**src/rtl/rule_infer.sv**
```systemverilog
// Infers the elementary-CA rule from consecutive ring states, one cell per cycle (N+1 cycles per pair).
// st_ready drops for the N-cycle scan; a beat held during the scan is taken once when the scan ends.
module rule_infer #(
    parameter int N  = 20,
    parameter int PW = 8
) (
    input  logic          clk,
    input  logic          res,
    input  logic          st_valid,
    output logic          st_ready,
    input  logic [N-1:0]  st_data,
    input  logic          st_seq,
    output logic [7:0]    rul,
    output logic [7:0]    known,
    output logic          complete,
    output logic          conflict,
    output logic [2:0]    conflict_idx,
    output logic [PW-1:0] pairs,
    output logic          busy
);
    localparam int PSW = $clog2(N);
    localparam logic [PSW-1:0] LAST = PSW'(N - 1);

    typedef enum logic [1:0] {
        S_EMPTY,
        S_IDLE,
        S_SCAN
    } state_t;

    state_t          state_q, state_d;
    logic [N-1:0]    prev_q, prev_d;
    logic [N-1:0]    curr_q, curr_d;
    logic [PSW-1:0]  pos_q, pos_d;
    logic [7:0]      rul_q, rul_d;
    logic [7:0]      known_q, known_d;
    logic            conflict_q, conflict_d;
    logic [2:0]      cidx_q, cidx_d;
    logic [PW-1:0]   pairs_q, pairs_d;

    logic [PSW-1:0]  pos_nx, pos_pv;
    logic [2:0]      idx;
    logic            obs;
    logic            accept;

    always_comb begin
        state_d    = state_q;
        prev_d     = prev_q;
        curr_d     = curr_q;
        pos_d      = pos_q;
        rul_d      = rul_q;
        known_d    = known_q;
        conflict_d = conflict_q;
        cidx_d     = cidx_q;
        pairs_d    = pairs_q;

        // ring neighbours of the cell under scan
        pos_nx = (pos_q == LAST) ? '0 : pos_q + PSW'(1);
        pos_pv = (pos_q == '0) ? LAST : pos_q - PSW'(1);
        idx    = {prev_q[pos_nx], prev_q[pos_q], prev_q[pos_pv]};
        obs    = curr_q[pos_q];
        accept = st_valid && (state_q != S_SCAN);

        case (state_q)
            S_EMPTY: begin
                if (accept) begin
                    prev_d  = st_data;
                    state_d = S_IDLE;
                end
            end
            S_IDLE: begin
                if (accept) begin
                    if (st_seq) begin
                        prev_d = st_data;
                    end else begin
                        curr_d  = st_data;
                        pos_d   = '0;
                        state_d = S_SCAN;
                    end
                end
            end
            S_SCAN: begin
                if (!known_q[idx]) begin
                    known_d[idx] = 1'b1;
                    rul_d[idx]   = obs;
                end else if ((rul_q[idx] != obs) && !conflict_q) begin
                    conflict_d = 1'b1;
                    cidx_d     = idx;
                end
                if (pos_q == LAST) begin
                    prev_d  = curr_q;
                    state_d = S_IDLE;
                    if (pairs_q != '1) begin
                        pairs_d = pairs_q + PW'(1);
                    end
                end else begin
                    pos_d = pos_nx;
                end
            end
            default: state_d = S_EMPTY;
        endcase
    end

    always_ff @(posedge clk) begin
        if (res) begin
            state_q    <= S_EMPTY;
            prev_q     <= '0;
            curr_q     <= '0;
            pos_q      <= '0;
            rul_q      <= '0;
            known_q    <= '0;
            conflict_q <= 1'b0;
            cidx_q     <= '0;
            pairs_q    <= '0;
        end else begin
            state_q    <= state_d;
            prev_q     <= prev_d;
            curr_q     <= curr_d;
            pos_q      <= pos_d;
            rul_q      <= rul_d;
            known_q    <= known_d;
            conflict_q <= conflict_d;
            cidx_q     <= cidx_d;
            pairs_q    <= pairs_d;
        end
    end

    assign st_ready     = (state_q != S_SCAN);
    assign busy         = (state_q == S_SCAN);
    assign rul          = rul_q;
    assign known        = known_q;
    assign complete     = &known_q;
    assign conflict     = conflict_q;
    assign conflict_idx = cidx_q;
    assign pairs        = pairs_q;
endmodule

```
**config.mk**
```make
export PLATFORM = sky130hd
export DESIGN_NAME = rule_infer
export DESIGN_NICKNAME = d
export VERILOG_FILES = /design/src/rtl/rule_infer.sv
export SDC_FILE = /design/constraint.sdc
export NUM_CORES = 1
export LEC_CHECK = 0
export CAP_MARGIN = 40
export CORE_ASPECT_RATIO = 1.25
export CORE_MARGIN = 4
export CORE_UTILIZATION = 50
export CTS_CLUSTER_SIZE = 12
export DETAILED_ROUTE_END_ITERATION = 16
export HOLD_SLACK_MARGIN = 0.06
export PLACE_DENSITY = 0.71
export SLEW_MARGIN = 5
export SYNTH_ARGS = -nofsm -noshare
export SYNTH_HDL_FRONTEND = slang
export SYNTH_SLANG_ARGS = --single-unit
```
**constraint.sdc**
```tcl
create_clock -name clk -period 6.5 [get_ports clk]
set_clock_uncertainty 0.05 [all_clocks]
set_input_delay 1.625 -clock clk [delete_from_list [all_inputs] [get_ports clk]]
set_output_delay 1.625 -clock clk [all_outputs]
set_load 0.03 [all_outputs]
```
---- After elaboration in Yosys (flattened, before gate mapping) ----
Index checks and enable logic that the tools add are counted.
storage, ports and cells
  output and inout bits ................... 31
  register bits after elaboration ......... 75
operators by class
  mux-type cells .......................... 31
  add/subtract/negate cells ............... 3
  magnitude comparators ................... 5
  reductions and logical operators ........ 16
  equal/unequal tests ..................... 12
  bitwise gates (word level) .............. 3
operators by type and width
  kind                                                         count
  two-way mux 20 bit                                           4
  case mux 20 bit (3 select lines)                             1
  two-way mux 5 bit                                            5
  binary-select mux 1 bit (select 5 bit)                       4
  less-than comparator 5 x 6 -> 1 bit (second input constant)  3
  inequality test 2 bit (second input constant)                6
  case mux 5 bit (2 select lines)                              1
  AND reduction 3 bit                                          3
  adder 8 x 1 -> 8 bit (second input constant)                 1
  bitwise mux 8 bit                                            1
  two-way mux 2 bit                                            4
  inequality test 8 bit (second input constant)                1
  OR 8 bit                                                     1
  AND reduction 4 bit                                          2
  AND reduction 8 bit                                          1
  two-way mux 1 bit                                            7
  binary-select mux 1 bit (select 3 bit)                       2
  case mux 2 bit (3 select lines)                              1
  adder 5 x 1 -> 5 bit (second input constant)                 1
  equality test 5 bit (second input constant)                  1
  logical NOT 5 bit                                            1
  AND reduction 5 bit                                          1
  subtractor 5 x 1 -> 5 bit (second input constant)            1
  less-than comparator 3 x 4 -> 1 bit (second input constant)  1
  other kinds (13)                                             16

---- Longest topological paths before layout ----
  depth after elaboration ................. 9
  depth in mapped cells ................... 16
  mapped depth without buffers ............ 12

---- Least setup slack after synthesis ----
OpenSTA, ideal clock, no wires.
  path kind ............................... register to register
  from .................................... register pos_q[0]
  to ...................................... register cidx_q[1] (netlist: conflict_idx[1])
  path slack .............................. 2,951 ps
  stages on the path, launching flop included .. 12
  arrival ................................. 3,413 ps
  clock period less this slack ............ 3,549 ps
  path through ............................ dfxtp_1 buf_4 inv_1 ha_1 buf_2 mux4_2 o31ai_2 a211oi_1 o21a_1 or3_4 a21o_1 a211oi_1
between the ends
  cells in the longest elaborated chain, start to end .. 9
  elaborated cells on any way between the ends .. 21
ends and longest elaborated chain
  item                                               RTL line  RTL
  start, declared                                    33        logic [PSW-1:0] pos_q, pos_d;
  start signal, assigned                             118       pos_q <= pos_d;
  subtractor 5 x 1 -> 5 bit (tied with other cells)  58        pos_pv = (pos_q == '0) ? LAST : pos_q - PSW'(1);
  two-way mux 5 bit (on tied branches)               58, 57
  binary-select mux 1 bit (select 5 bit)             59        idx = {prev_q[pos_nx], prev_q[pos_q], prev_q[pos_pv]};
  two-way mux 1 bit (implied by the code)            59
  binary-select mux 1 bit (select 3 bit)             85        end else if ((rul_q[idx] != obs) && !conflict_q) begin
  two-way mux 1 bit (implied by the code)            85
  inequality test 1 bit                              85
  logical AND 1 bit                                  85
  AND reduction 3 bit (no source line)               --
  end signal, assigned                               122       cidx_q <= cidx_d;
  end, declared                                      37        logic [2:0] cidx_q, cidx_d;
Several ways; a longest one is shown, not always the timed one. The select of a mux whose other input is x is not followed.
A chain may end at the register's enable or synchronous reset.

---- Worst setup path after layout ----
  from .................................... register pos_q[0]
  to ...................................... register cidx_q[2] (netlist: conflict_idx[2])
The elaborated chain is that of the path after synthesis.

==> metrics.md <==
| Metric | Value |
|---|---|
| Final setup violation count | `0` |
| Max-slew violations | `0` |
| Worst IR drop on VDD | `0.0002080 V` |
| Drt via density | `5.821` |
| Vertical extent of the die | `roughly 110 µm` |
| CTS resizes | `0` |
| Ranking of synthesized cells by area | `sky130_fd_sc_hd__dfxtp_1 (35%), sky130_fd_sc_hd__nand2_1 (10%), sky130_fd_sc_hd__mux4_2 (7.8%)` |
| Leading cell type in the layout, fill and taps excluded | `sky130_fd_sc_hd__nand2_1` |
| ANT nets after route | `0` |
| Buffer count from post-CTS setup fixing | `0` |
| Die ar. | `about 10000 µm²` |
| Synthesized area per cell | `8.287 µm²` |
| Wire length of the first global-routing pass | `18.61 mm` |
| Total GRT Usage | `22.38%` |
| CTS buffer count | `9` |
| Worst-case clock buffer depth | `2` |
| Via count of the first global-routing pass | `3751` |
| Most crowded layer after global routing | `met2` |
| Ratio of cells with drive above 1 in the final layout | `10.97%` |
| Maximum level of the CTS H-tree | `3` |
| Overflow left after global routing | `0` |
| Netlist area before placement | `4350 µm²` |
| Global Route met1 Usage | `between 20% and 30%` |
| Category of the worst setup path launch point | `register` |
| Largest net degree at the start of global routing | `78` |
| Width of the die | `around 90 µm` |
| Placer congestion estimate | `0.9478` |
| Commonest cells after routing, fill and taps aside | `sky130_fd_sc_hd__nand2_1 (121), sky130_fd_sc_hd__dfxtp_1 (75), sky130_fd_sc_hd__clkdlybuf4s50_1 (53), sky130_fd_sc_hd__nor2_1 (48), sky130_fd_sc_hd__a21oi_1 (39)` |
| Post-layout min period | `4.367 ns` |
| Count of hold buffers inserted by post-cts repair | `0` |
| Pre-Repair DR Iteration Count | `4` |
| Count of unresolved DRC violations after routing | `0` |
| Unrepaired setup endpoints after global routing | `no` |
| Final-stage net count | `588` |
| Run status | `finished, final reports clean` |
| Clock-pin slew on the worst setup and hold paths | `0.08 ns` |
| CTS Sinks | `75` |
| Hold slack | `0.4273 ns` |
| Diode count | `0` |
| Pwr Density | `212.4 nW/µm²` |
| Met2 capacity usage during global routing | `38.81%` |
| Worst slew margin relative to its limit | `between 40% and 50%` |
| Total vias in the final route | `3970` |
| Register area share after synthesis | `around 35%` |
| Share of the clock period used by the worst path | `about 67%` |
| EDFF count, synth | `0` |
| Buffers added on ports | `54` |
| Leakage | `between 1.5 and 2 nW` |
| Number of DRC markers in iteration 0 | `311` |
| Async set-or-reset flop fraction in the synthesized netlist | `0%` |
| Top-area cell type share of the netlist area | `around 35%` |
| Effective utilization at floorplan | `51.92%` |
| Dominant cell type by area after synthesis | `sky130_fd_sc_hd__dfxtp_1` |
| Top Ports | `between 50 and 60` |
| Setup TNS | `0 ns` |
| Yosys warns | `0` |
| Path type of the worst setup path | `reg -> reg` |
| Clock Root Buffer | `sky130_fd_sc_hd__clkbuf_8` |
| Commonest register cell after synthesis | `sky130_fd_sc_hd__dfxtp_1` |
| Relative area change from synthesis to final layout | `19.07%` |
| Transition time at the pin with the least slew margin | `0.8537 ns` |
| Crit. End Element | `register` |
| Required time of the critical path | `6.72 ns` |
| Mapped Nets | `553` |
| Arrival time of data at the critical path endpoint | `roughly 4.6 ns` |
| Clock tree from TritonCTS | `built` |
| Final hold violation count | `0` |
| Cells after synthesis | `525` |
| Standard-cell rows | `37` |
| Type of the worst min-delay path | `reg -> reg` |
| Worst Path Max Fanout | `16` |
| Met3 Use GR | `3.820%` |
| Worst-Skew Late Latency | `~0.36 ns` |
| Number of register bits inferred by synthesis | `75` |
| Detail-routed net length per standard cell | `16.35 µm` |
| HPWL after detailed placement | `approximately 8 mm` |
| Max-capacitance violation count | `0` |
| WL final | `11.15 mm` |
| Number of distinct library cells after synthesis | `65` |
| Antenna violations before repair | `0` |
| Area of the core | `8379 µm²` |
| Achievable clock frequency | `approximately 230 MHz` |
registers in the layout, summed over array words and instances (netlist names):
signal,count
curr_q,20
prev_q,20
known,8
pairs,8
rul,8
pos_q,5
conflict_idx,3
state_q,2
conflict,1
synthesized netlist by cell type (3+ instances only):
library cell,count
sky130_fd_sc_hd__nor3_1,5
sky130_fd_sc_hd__and3_1,5
sky130_fd_sc_hd__ha_1,4
sky130_fd_sc_hd__buf_2,5
sky130_fd_sc_hd__nand2_1,121
sky130_fd_sc_hd__nand2b_1,12
sky130_fd_sc_hd__or3_1,6
sky130_fd_sc_hd__nor2_1,48
sky130_fd_sc_hd__o21a_1,3
sky130_fd_sc_hd__xor2_1,4
sky130_fd_sc_hd__nand3b_1,6
sky130_fd_sc_hd__buf_1,3
sky130_fd_sc_hd__inv_1,16
sky130_fd_sc_hd__nand3_1,11
sky130_fd_sc_hd__nor2b_1,4
sky130_fd_sc_hd__a2bb2oi_1,4
sky130_fd_sc_hd__mux4_2,15
sky130_fd_sc_hd__o21ai_0,10
sky130_fd_sc_hd__mux4_1,3
sky130_fd_sc_hd__clkbuf_1,23
sky130_fd_sc_hd__a21oi_1,39
sky130_fd_sc_hd__a211oi_1,9
sky130_fd_sc_hd__buf_6,4
sky130_fd_sc_hd__nand4_1,10
sky130_fd_sc_hd__o22a_1,3
sky130_fd_sc_hd__dfxtp_1,75
sky130_fd_sc_hd__a311oi_1,20
sky130_fd_sc_hd__o22ai_1,4
sky130_fd_sc_hd__mux2i_1,9
worst max-delay path, cell delays in order (launching register included):
cell and delay (ns):
sky130_fd_sc_hd__dfxtp_1 0.88, sky130_fd_sc_hd__inv_1 0.28, sky130_fd_sc_hd__ha_1 0.67, sky130_fd_sc_hd__mux4_2 0.60
sky130_fd_sc_hd__a2bb2oi_1 0.17, sky130_fd_sc_hd__o2111a_1 0.42, sky130_fd_sc_hd__a211oi_1 0.12, sky130_fd_sc_hd__o21a_1 0.24
sky130_fd_sc_hd__or3_4 0.34, sky130_fd_sc_hd__a21o_1 0.22, sky130_fd_sc_hd__a211oi_1 0.27
power by group:
part	switching (W)	total, W	internal, W
sequential	0.0000218	0.000499	0.000478
clock	0.000181	0.000459	0.000278
combinational	0.0000747	0.000141	0.0000665
total	0.000278	0.00110	0.000822
through the flow:
stage / cell area (µm²) / instances / power [W] / utilization (%) / setup WS (ns)
after floorplan: 4350 / 525 / 0.0006047 / - / 2.951
after global placement: 4891 / 664 / 0.0006460 / 58.37 / 2.390
after detailed placement: 4921 / 666 / 0.0006501 / 58.73 / 2.227
after CTS: 5180 / 682 / 0.001107 / 61.82 / 2.128
after global routing: 5180 / 682 / 0.001144 / 61.82 / 1.806
final: 5180 / 682 / 0.001100 / 61.82 / 2.133
path summary, 6_finish.rpt:
path | startpoint | end | slack (ns) | cells after the start
setup reg to reg | pos_q[0] | conflict_idx[2] | 2.13 | 10
setup / recovery | pos_q[0] | conflict_idx[2] | 2.13 | 10
hold / removal | curr_q[5] | curr_q[5] | 0.43 | 2
hold reg to reg | curr_q[5] | curr_q[5] | 0.43 | 2
cells by family after synthesis:
group	Yosys count	share of synthesized area, %
buffers and inverters	55	5.752
AND/OR/NAND/NOR	242	26.14
XOR/XNOR	6	1.381
flip-flops	75	34.51
AO/OA/AOI/OAI	114	18.90
multiplexers	29	12.17
adder cells (fa/ha/maj)	4	1.150
area by class of cell:
| cell class | count | area (µm²) |
|---|---|---|
| clock inverters | 5 | 107.6 |
| inverters | 18 | 67.56 |
| flip-flops and latches | 75 | 1501 |
| well taps | 117 | 146.4 |
| repair buffers | 61 | 603.1 |
| multi-input cells | 395 | 2603 |
| fillers | 763 | 3199 |
| clock buffers | 11 | 151.4 |
routing by layer:
metal,part of all wire [%],up-vias
li1,-,1943
met1,41,1871
met2,51,132
met3,5.1,24
met4,2.7,0
met5,0,-
Note: power is estimated with default switching activity, not from simulation.
